<file path="src/rtl/mxm_rd_seq_pkg.sv">
// Shared types for the MXM read sequencer.
// Holds the FSM state encoding and the default counter width.
package mxm_rd_seq_pkg;

  localparam int CNT_W_DEF = 16;

  typedef enum logic [1:0] {
    S_IDLE = 2'd0,
    S_RUN  = 2'd1,
    S_FIN  = 2'd2
  } state_t;

endpackage

</file>
<file path="src/rtl/mxm_rd_seq_if.sv">
// Instruction, MXM read port and status bundle
// between the decoder, the sequencer and the MXM.
interface mxm_rd_seq_if #(
  parameter int W = 16
) ();

  logic         start;
  logic [W-1:0] vec_size;
  logic [W-1:0] n_rnds;
  logic [W-1:0] n_vecs;
  logic         stall;
  logic         mxm_empty;
  logic         mxm_almost_empty;
  logic         rd_en;
  logic         rd_last_rnd;
  logic [W-1:0] vec_size_o;
  logic [W-1:0] vec_size_minus_1_o;
  logic         busy;
  logic         done;

  modport slave (
    input  start, vec_size, n_rnds, n_vecs,
    input  stall, mxm_empty, mxm_almost_empty,
    output rd_en, rd_last_rnd,
    output vec_size_o, vec_size_minus_1_o,
    output busy, done
  );

  modport master (
    output start, vec_size, n_rnds, n_vecs,
    output stall, mxm_empty, mxm_almost_empty,
    input  rd_en, rd_last_rnd,
    input  vec_size_o, vec_size_minus_1_o,
    input  busy, done
  );

endinterface

</file>
<file path="src/rtl/mxm_nest_cnt.sv">
// Three-level nested counter (element / round / vector),
// shared by the conv and pool read sequencers.
module mxm_nest_cnt #(
  parameter int CNT_W = 16
) (
  input  logic             clk,
  input  logic             rst,
  input  logic             i_clr,
  input  logic             i_inc,
  input  logic [CNT_W-1:0] i_ele_m1,
  input  logic [CNT_W-1:0] i_rnd_m1,
  input  logic [CNT_W-1:0] i_vec_m1,
  output logic             o_ele_wrap,
  output logic             o_rnd_last,
  output logic             o_all_last
);

  localparam logic [CNT_W-1:0] ONE = CNT_W'(1);

  logic [CNT_W-1:0] r_ele;
  logic [CNT_W-1:0] r_rnd;
  logic [CNT_W-1:0] r_vec;

  assign o_ele_wrap = (r_ele == i_ele_m1);
  assign o_rnd_last = (r_rnd == i_rnd_m1);
  assign o_all_last = o_ele_wrap && o_rnd_last
                   && (r_vec == i_vec_m1);

  always_ff @(posedge clk) begin
    if (rst || i_clr) begin
      r_ele <= '0;
      r_rnd <= '0;
      r_vec <= '0;
    end else if (i_inc) begin
      if (o_ele_wrap) begin
        r_ele <= '0;
        if (o_rnd_last) begin
          r_rnd <= '0;
          r_vec <= r_vec + ONE;
        end else begin
          r_rnd <= r_rnd + ONE;
        end
      end else begin
        r_ele <= r_ele + ONE;
      end
    end
  end

endmodule

</file>
<file path="src/rtl/mxm_rd_seq.sv">
// MXM read sequencer: turns one size/round/vector instruction
// into throttled read strobes plus the last-round flag.
module mxm_rd_seq #(
  parameter int CNT_W = mxm_rd_seq_pkg::CNT_W_DEF
) (
  input  logic        clk,
  input  logic        rst,
  mxm_rd_seq_if.slave bus
);

  import mxm_rd_seq_pkg::*;

  localparam logic [CNT_W-1:0] ONE = CNT_W'(1);

  state_t           r_state;
  logic [CNT_W-1:0] r_vsz;
  logic [CNT_W-1:0] r_vsz_m1;
  logic [CNT_W-1:0] r_rnd_m1;
  logic [CNT_W-1:0] r_vec_m1;
  logic             r_rd_en_q;
  logic             r_busy;
  logic             r_done;

  logic w_rd_en;
  logic w_clr;
  logic w_ele_wrap;
  logic w_rnd_last;
  logic w_all_last;

  // Flags lag one cycle: a read last cycle may have
  // taken the only element almost_empty reported.
  assign w_rd_en = !rst
                && (r_state == S_RUN)
                && !bus.stall
                && !bus.mxm_empty
                && !(bus.mxm_almost_empty && r_rd_en_q);

  assign w_clr = (r_state == S_IDLE) && bus.start;

  mxm_nest_cnt #(
    .CNT_W (CNT_W)
  ) u_cnt (
    .clk        (clk),
    .rst        (rst),
    .i_clr      (w_clr),
    .i_inc      (w_rd_en),
    .i_ele_m1   (r_vsz_m1),
    .i_rnd_m1   (r_rnd_m1),
    .i_vec_m1   (r_vec_m1),
    .o_ele_wrap (w_ele_wrap),
    .o_rnd_last (w_rnd_last),
    .o_all_last (w_all_last)
  );

  always_ff @(posedge clk) begin
    if (rst) begin
      r_state   <= S_IDLE;
      r_vsz     <= '0;
      r_vsz_m1  <= '0;
      r_rnd_m1  <= '0;
      r_vec_m1  <= '0;
      r_rd_en_q <= 1'b0;
      r_busy    <= 1'b0;
      r_done    <= 1'b0;
    end else begin
      r_rd_en_q <= w_rd_en;
      r_done    <= 1'b0;
      unique case (r_state)
        S_IDLE: begin
          if (bus.start) begin
            r_vsz    <= bus.vec_size;
            r_vsz_m1 <= bus.vec_size - ONE;
            r_rnd_m1 <= bus.n_rnds - ONE;
            r_vec_m1 <= bus.n_vecs - ONE;
            r_busy   <= 1'b1;
            r_state  <= S_RUN;
          end
        end
        S_RUN: begin
          if (w_rd_en && w_ele_wrap && w_all_last) begin
            r_done  <= 1'b1;
            r_state <= S_FIN;
          end
        end
        S_FIN: begin
          r_busy  <= 1'b0;
          r_state <= S_IDLE;
        end
        default: begin
          r_busy  <= 1'b0;
          r_state <= S_IDLE;
        end
      endcase
    end
  end

  assign bus.rd_en              = w_rd_en;
  assign bus.rd_last_rnd        = (r_state == S_RUN) && w_rnd_last;
  assign bus.vec_size_o         = r_vsz;
  assign bus.vec_size_minus_1_o = r_vsz_m1;
  assign bus.busy               = r_busy;
  assign bus.done               = r_done;

endmodule
</file>
<file path="src/flat_wrapper.sv">
// flat-port wrapper written by rule: the top's interface ports become plain ports
module mxm_rd_seq_flat import mxm_rd_seq_pkg::*;
#(
  parameter int CNT_W = mxm_rd_seq_pkg::CNT_W_DEF
)
  (clk, rst, bus_start, bus_vec_size, bus_n_rnds, bus_n_vecs, bus_stall, bus_mxm_empty, bus_mxm_almost_empty, bus_rd_en, bus_rd_last_rnd, bus_vec_size_o, bus_vec_size_minus_1_o, bus_busy, bus_done);
  mxm_rd_seq_if bus_i ();
  input  logic clk;
  input  logic rst;
  input wire logic [$bits(bus_i.start)-1:0] bus_start;
  input wire logic [$bits(bus_i.vec_size)-1:0] bus_vec_size;
  input wire logic [$bits(bus_i.n_rnds)-1:0] bus_n_rnds;
  input wire logic [$bits(bus_i.n_vecs)-1:0] bus_n_vecs;
  input wire logic [$bits(bus_i.stall)-1:0] bus_stall;
  input wire logic [$bits(bus_i.mxm_empty)-1:0] bus_mxm_empty;
  input wire logic [$bits(bus_i.mxm_almost_empty)-1:0] bus_mxm_almost_empty;
  output wire logic [$bits(bus_i.rd_en)-1:0] bus_rd_en;
  output wire logic [$bits(bus_i.rd_last_rnd)-1:0] bus_rd_last_rnd;
  output wire logic [$bits(bus_i.vec_size_o)-1:0] bus_vec_size_o;
  output wire logic [$bits(bus_i.vec_size_minus_1_o)-1:0] bus_vec_size_minus_1_o;
  output wire logic [$bits(bus_i.busy)-1:0] bus_busy;
  output wire logic [$bits(bus_i.done)-1:0] bus_done;
  assign bus_i.start = bus_start;
  assign bus_i.vec_size = bus_vec_size;
  assign bus_i.n_rnds = bus_n_rnds;
  assign bus_i.n_vecs = bus_n_vecs;
  assign bus_i.stall = bus_stall;
  assign bus_i.mxm_empty = bus_mxm_empty;
  assign bus_i.mxm_almost_empty = bus_mxm_almost_empty;
  assign bus_rd_en = bus_i.rd_en;
  assign bus_rd_last_rnd = bus_i.rd_last_rnd;
  assign bus_vec_size_o = bus_i.vec_size_o;
  assign bus_vec_size_minus_1_o = bus_i.vec_size_minus_1_o;
  assign bus_busy = bus_i.busy;
  assign bus_done = bus_i.done;
  mxm_rd_seq #(.CNT_W(CNT_W)) u_core (.clk(clk), .rst(rst), .bus(bus_i));
endmodule
</file>
<file path="config.mk">
export PLATFORM = sky130hd
export DESIGN_NAME = mxm_rd_seq_flat
export DESIGN_NICKNAME = d
export VERILOG_FILES = /design/src/rtl/mxm_rd_seq_pkg.sv /design/src/rtl/mxm_rd_seq_if.sv /design/src/rtl/mxm_nest_cnt.sv /design/src/rtl/mxm_rd_seq.sv /design/src/flat_wrapper.sv
export SDC_FILE = /design/constraint.sdc
export NUM_CORES = 1
export LEC_CHECK = 0
export BUFFER_PORTS_ARGS = -buffer_cell sky130_fd_sc_hd__buf_4
export CORE_ASPECT_RATIO = 0.6
export CORE_MARGIN = 2
export CORE_UTILIZATION = 40
export DETAILED_ROUTE_END_ITERATION = 10
export PLACE_DENSITY = 0.67
export SLEW_MARGIN = 5
export SYNTH_ARGS = -nofsm -noshare
export SYNTH_HDL_FRONTEND = slang
export SYNTH_SLANG_ARGS = --single-unit
</file>
<file path="constraint.sdc">
create_clock -name clk -period 2.6 [get_ports clk]
set_input_delay 0.52 -clock clk [delete_from_list [all_inputs] [get_ports clk]]
set_output_delay 0.52 -clock clk [all_outputs]
set_load 0.02 [all_outputs]
</file>
## Word level (Yosys, flattened, before mapping)

Index checks and enable logic that the tools add are counted.

| cells by class | value |
|---|---|
| add/subtract/negate cells | 6 |
| $mul | 0 |
| div/mod/pow operators | 0 |
| order comparisons | 0 |
| equality and inequality tests | 6 |
| shifts and indexed selects | 0 |
| multiplexer cells | 8 |
| bitwise operators | 1 |
| reductions and logical operators | 23 |

Operator list:

| operator | count |
|---|---|
| $add 16x1->16 const B | 3 |
| $eq 16x16->1 | 3 |
| $sub 16x1->16 const B | 3 |
| $mux 16 | 2 |
| $logic_and 1x1->1 | 11 |
| $reduce_and 2->1 | 4 |
| $logic_not 1->1 | 4 |
| $mux 2 | 2 |
| $ne 2x2->1 const B | 2 |
| $pmux 2 s2 | 1 |
| $reduce_and 3->1 | 1 |
| $eq 2x1->1 const B | 1 |
| $logic_not 2->1 | 1 |
| $mux 1 | 2 |
| $pmux 1 s2 | 1 |
| $reduce_or 2->1 | 1 |
| $logic_or 1x1->1 | 1 |
| $not 1->1 | 1 |

| word-level totals | value |
|---|---|
| register bits after elaboration | 117 |
| latch bits | 0 |
| memory bits (writable) | 0 |
| ROM bits | 0 |
| input port bits | 54 |
| memories kept | 0 |

## Longest topological paths before layout

Gate-level depths: netlist (run 1).

| logic depth | value |
|---|---|
| depth after elaboration | 9 |
| gate-level depth with buffers | 8 |

## Hierarchy

A second synthesis (run 1) with hierarchy kept.

| second synthesis, totals | value |
|---|---|
| cells, all modules | 710 |
| area total of the unflattened synthesis | 5,925.7 sq um |

By module, submodules not included:

| module | times used | cells an instance | area each (sq um) |
|---|---|---|---|
| mxm_rd_seq | 1 | 373 | 3,136.8 |
| mxm_nest_cnt | 1 | 337 | 2,788.9 |

## Least setup slack after synthesis (run 1)

OpenSTA, ideal clock, no wires.

| timing path | value |
|---|---|
| kind | register -> output |
| start | reg u_core.u_cnt.r_rnd[2] |
| end | out bus_rd_last_rnd |
| arrival time | 1,923 ps |
| setup slack | 157 ps |
| stages on the path, launching flop included | 7 |
| cells stage by stage | dfxtp_1 > buf_2 > xor2_1 > nor4_1 > nand4_2 > clkbuf_1 > nor3b_1 |

| on the way | value |
|---|---|
| word-level cells in the longest chain between the ends | 2 |

RTL lines:

| what | line | text |
|---|---|---|
| start, declared | mxm_nest_cnt.sv:21 | `logic [CNT_W-1:0] r_rnd;` |
| start signal, assigned | mxm_nest_cnt.sv:41 | `r_rnd <= r_rnd + ONE;` |
| $eq 16x16->1 | mxm_nest_cnt.sv:25 | `assign o_rnd_last = (r_rnd == i_rnd_m1);` |
| $logic_and 1x1->1 | mxm_rd_seq.sv:98 | `assign bus.rd_last_rnd = (r_state == S_RUN) && w_rnd_last;` |
| end, declared | flat_wrapper.sv:18 | `output wire logic [$bits(bus_i.rd_last_rnd)-1:0] bus_rd_last_rnd;` |

Every way passes these cells.

## Worst setup path in the final report (run 1)

| timing path | value |
|---|---|
| start | reg u_core.r_rnd_m1[1] |
| end | out bus_rd_last_rnd |

| on the way | value |
|---|---|
| word-level cells in the longest chain between the ends | 2 |

RTL lines:

| what | line | text |
|---|---|---|
| start, declared | mxm_rd_seq.sv:18 | `logic [CNT_W-1:0] r_rnd_m1;` |
| start signal, assigned | mxm_rd_seq.sv:73 | `r_rnd_m1 <= bus.n_rnds - ONE;` |
| $eq 16x16->1 | mxm_nest_cnt.sv:25 |  |
| $logic_and 1x1->1 | mxm_rd_seq.sv:98 |  |

Every way passes these cells.

==> flow_summary.ini, run 1 <==
[critical_path]
cp.required_ns = 2.08
path_cells = xor2_1 -> nor4_2 -> nand4_2 -> nor3b_2 -> buf_4
critPathCaptureType = primary output
slowest_delay_ns = 0.39
crit_arrival_ns = 1.97
worstSetupPathType = reg2out
cp-start-kind = flop
cp_max_fo = 2
crit_slowest_cell = nor4_2

[synth]
syn-mean-instance-area_um2 = 8.504
synth_top_area_cell = dfxtp_1
yosys-top-cells-count = dfxtp_1 (117), nor2_1 (87), nand2_1 (74), xor2_1 (64), a211oi_1 (36)
synth_enable_flop_cells = 0
ys_ff_latch = 117
syn_inst = 723
ys.warnings.count = 0
yosysMostFrequentCell = dfxtp_1
syn-cell-area_mm2 = 0.006148
syn-num-nets = 783
synthFlopType = dfxtp_1
ys_seq_area_share_pct = 38.10
synth_cell_types = 54
synthArstFlopShare_pct = 0
synth_area_leaders = dfxtp_1 (38%), xor2_1 (9.1%), nor2_1 (5.3%), xnor2_1 (4.6%), nand2_1 (4.5%)
yosysTopAreaCellShare_pct = 38.10

[final_layout]
fill_cells = 1396
post-route-util_pct = 50.68
drive_gt1_share_pct = 20.12
fin_nets = 867
areaGrowthSynthToFinish_pct = 25.25
final_cells = 1023
n_antenna_cell = 0
final_area_mm2 = 0.007701

[route]
wl_mm = 16.20
drc = 0
wire_per_inst_um = 15.84
drt_pass1_iterations = 5
via_per_inst = 5.313
drtIter0Drc = 431
via_count = 5435
postRouteAntennaNets = 0

[grt]
grt_max_degree = 84
grt_overflow_total = 0
first_global_vias = 4952
antenna_found_initial = 0
grt_pass1_wl_mm = 26.19
grt.total_usage_pct = 20.35

[sta]
tightest_slew_ns = 0.9144
hold_viol = 0
setup_viol = 0
setup_slack_ns = 0.1099
timing.fmax_ghz = 0.4016
tns_ns = 0
whs_ns = 0.3081
finalCritPeriodShare_pct = 95.77
clock_skew_ns = 0.01005
relSlewSlack_pct = 39.04
finalCriticalPeriod_ns = 2.490
rsz0062_at_grt = false
slew_viol_final = 0

[floorplanning]
die_height_um = 100.0
num_rows = 35
core-area_mm2 = 0.01520
io_pins = 90
die_w_um = 164.1
start_util_pct = 40.46
die_area_mm2 = 0.01641

[cts]
cts_root_buf = clkbuf_16
clk_path_buf_depth = 2
insertion_delay_ns = 0.41
cts_tree = yes
numClockSinks = 117
htreeDepth = 4
post_cts_buffers = 0
cts_buffers = 17
clk_pin_slew_worst_paths_ns = 0.06

[placement]
dp.cells = 991
place.gp.congestion = 0.8242
portBuffers = 89
placed_area_mm2 = 0.007037
place_ws_ns = 0.2547
post-dp-hpwl_mm = 11.07

[power_and_ir_drop]
p_leak_nw = 2.940
vdd_ir_drop_max_mv = 0.3507
power.density_cell_area_mw_per_mm2 = 679.9
power_mw = 5.236

[run]
maxCapViolCount = 0

[worst_hold_path]
min_path_type = in2reg

[run_status]
status = complete, no violations
final cells by class:
cell class / instances / area (µm²) / area share (%)
Multi-Input combinational cell: 550 / 3557 / 46.19
Sequential cell: 117 / 2342 / 30.41
Timing Repair Buffer: 109 / 855.8 / 11.11
Clock buffer: 19 / 442.9 / 5.751
Tap cell: 203 / 254.0 / 3.298
Clock inverter: 13 / 203.9 / 2.648
Inverter: 12 / 45.04 / 0.5849
layout by cell type, fill, tap and decap left out, types with 14 or more instances in the layout:
cell type	count
dfxtp_1	117
buf_4	106
nor2_1	87
nand2_1	74
xor2_1	64
a211oi_1	36
a21oi_1	33
nor4_1	32
xnor2_1	32
nand3_1	24
nor3_1	20
or3_1	18
mux2i_1	17
clkbuf_16	17
or4_1	14
nand4_1	14
metal layers:
metal	part of all wire [%]	track usage, %
met3	6.7	4.174
met2	39	26.70
met5	0	0
met4	1.3	6.410
met1	53	32.36
where the power goes:
part	internal, mW	switching (mW)	total [mW]
clock	1.72	0.880	2.60
combinational	0.284	0.384	0.668
sequential	1.89	0.0778	1.96
kinds of logic (layout without fill, tap and decap cells):
group	count (synthesis)	in the layout	share of synthesized area [%]
xor gates and xnor gates	96	96	13.68
DFF	117	117	38.10
buffers and inverters	56	153	4.375
AOI/OAI and AO/OA	102	102	11.62
adders and majority gates	6	6	1.221
muxes	17	17	2.768
and+or+nand+nor	329	329	28.25
path summary, 6_finish.rpt:
path                                 start                        to  slack [ns]  depth (start not counted)
setup reg to reg     u_core.u_cnt.r_ele[8]     u_core.u_cnt.r_rnd[8]        0.41                          7
hold / removal               bus_n_rnds[0]        u_core.r_rnd_m1[0]        0.31                          2
hold reg to reg   u_core.bus.vec_size_o[4]  u_core.bus.vec_size_o[4]        0.45                          2
setup / recovery        u_core.r_rnd_m1[1]           bus_rd_last_rnd        0.11                          5
state kept, by name, summed over array words and instances (netlist names):
register and cells:
u_core.r_vec_m1 16, u_core.bus.vec_size_minus_1_o 16, u_core.u_cnt.r_ele 16, u_core.r_rd_en_q 1, u_core.bus.vec_size_o 16, u_core.u_cnt.r_vec 16, u_core.bus.done 1, u_core.r_state 2
u_core.u_cnt.r_rnd 16, u_core.bus.busy 1, u_core.r_rnd_m1 16
critical path: cells and delay by family (launching register included):
kind	cells	cell delay [ns]
and+or+nand+nor	3	0.85
xor gates and xnor gates	1	0.18
buffers and inverters	1	0.18
DFF	1	0.34
repair_timing:
| action | 4_1_cts | 5_1_grt |
|---|---|---|
| setup endpoints to repair | 1 | 1 |
| hold buffers | 0 | 0 |
| gates cloned | 0 | 0 |
| hold endpoints to repair | 0 | 0 |
| resized for setup | 2 | 1 |
Note: power is estimated with default switching activity, not from simulation.
==> inputs of run 2 (changes only) <==
Settings changed: CELL_PAD_IN_SITES_DETAIL_PLACEMENT set to 1, CELL_PAD_IN_SITES_GLOBAL_PLACEMENT set to 1, PLACE_DENSITY 0.67 to 0.83, RECOVER_POWER set to 25.
==> flow_summary.ini, run 2 (synthesis gave the netlist of run 1 again) <==
[critical_path]
crit_arrival_ns = 1.96
path_cells = xor2_1 -> nor4_1 -> nand4_2 -> nor3b_2 -> buf_4
crit_slowest_cell = dfxtp_1
cp_max_fo = 6
cp.required_ns = 2.08
worstSetupPathType = reg2out
cp-start-kind = flop
critPathCaptureType = primary output
slowest_delay_ns = 0.45

[sta]
clock_skew_ns = 0.006514
tns_ns = 0
setup_viol = 0
timing.fmax_ghz = 0.4037
tightest_slew_ns = 1.806
relSlewSlack_pct = -20.42
hold_viol = 0
finalCriticalPeriod_ns = 2.477
whs_ns = 0.3120
rsz0062_at_grt = false
slew_viol_final = 84
finalCritPeriodShare_pct = 95.28

[grt]
antenna_found_initial = 0
grt.total_usage_pct = 24.43
grt_overflow_total = 0
grt_max_degree = 84
grt_pass1_wl_mm = 31.44
first_global_vias = 5879

[placement]
post-dp-hpwl_mm = 13.86
placed_area_mm2 = 0.007017
place.gp.congestion = 0.8676
portBuffers = 89
dp.cells = 990

[final_layout]
final_cell_mix = dfxtp_1 (117), nor2_1 (87), nand2_1 (74), buf_4 (72), xor2_1 (64)
final_common_cell = dfxtp_1
final_area_mm2 = 0.007521
n_antenna_cell = 0
drive_gt1_share_pct = 15.77
final_cells = 1021
areaGrowthSynthToFinish_pct = 22.32
post-route-util_pct = 49.49
fin_nets = 866

[floorplanning]
num_rows = 35
die_area_mm2 = 0.01641
die_height_um = 100.0
io_pins = 90
die_w_um = 164.1
start_util_pct = 40.46
core-area_mm2 = 0.01520

[cts]
numClockSinks = 117
hold_buffers = 0
cts_buffers = 17
cts_root_buf = clkbuf_16
post_cts_buffers = 0
cts_tree = yes
insertion_delay_ns = 0.42
htreeDepth = 4
clk_pin_slew_worst_paths_ns = 0.05
clk_path_buf_depth = 2

[power_and_ir_drop]
p_sw_share_pct = 26.43
p_switching_mw = 1.352
power.density_cell_area_mw_per_mm2 = 680.1
p_leak_nw = 2.783
p_seq_share_pct = 38.5
power.clock.fraction_pct = 48.5
internal_power_mw = 3.763
pwr-share-comb_pct = 13.0
vdd_ir_drop_max_mv = 0.3854

[route]
via_per_inst = 5.680
drt_pass1_iterations = 4
postRouteAntennaNets = 0
drtIter0Drc = 395
drc = 0
wl_mm = 19.66
via_count = 5799
wire_per_inst_um = 19.25

[worst_hold_path]
min_path_type = in2reg

[run_status]
violations = max-capacitance violations, max-slew violations
status = finished with violations

[run]
maxCapViolCount = 1
## run 2: power by group through the flow
stage	registers, mW	clock network, mW	logic (mW)
CTS	1.97	2.50	0.689
global route	1.98	2.58	0.725
detailed placement	2.01	0	0.681
global placement	2.00	0	0.648
finish	1.97	2.48	0.663
floorplan	2.03	0	0.362
## run 2: per-stage QoR
step	power [mW]	setup slack (ns)
2_1_floorplan	2.388	0.1570
3_3_place_gp	2.647	0.2749
3_5_place_dp	2.687	0.2054
4_1_cts	5.161	0.07325
5_1_grt	5.287	0.03518
6_report	5.115	0.1227
## run 2: worst paths after layout
| path | end | slack (ns) | depth (start not counted) | start |
|---|---|---|---|---|
| worst max-delay path | bus_rd_last_rnd | 0.12 | 5 | u_core.u_cnt.r_rnd[3] |
| worst min-delay path | u_core.r_vec_m1[0] | 0.31 | 2 | bus_n_vecs[0] |
| worst max register to register | u_core.u_cnt.r_vec[11] | 0.37 | 6 | u_core.bus.vec_size_minus_1_o[10] |
| worst min register to register | u_core.bus.vec_size_o[15] | 0.46 | 2 | u_core.bus.vec_size_o[15] |
## run 2: layout make-up
type | instances | area (µm²)
clock buffer | 23 | 498.0
clock inverter | 8 | 121.4
fill | 1788 | 7675
inverter | 12 | 45.04
multi-input combinational | 550 | 3551
sequential | 117 | 2342
tap | 203 | 254.0
timing repair buffer | 108 | 709.4
## run 2: repair_timing
action / in CTS / in global routing
setup endpoints to repair: 1 / 1
hold endpoints to repair: 0 / 0
gates resized for setup: 1 / 2
## run 2: worst max-delay path: cells and delay by family (launching register included)
family	cells	cell delay [ns]
simple gates	3	0.79
flops	1	0.45
buf+inv	1	0.19
xor+xnor	1	0.11
## run 2: per-layer routing
metal  routed length, µm  track usage [%]  up-vias
met5                   0                0        -
met4                 207            5.331        0
met3                1142            5.083       23
met2                8880            38.27      151
met1                9426            34.76     2873
li1                    -                -     2752
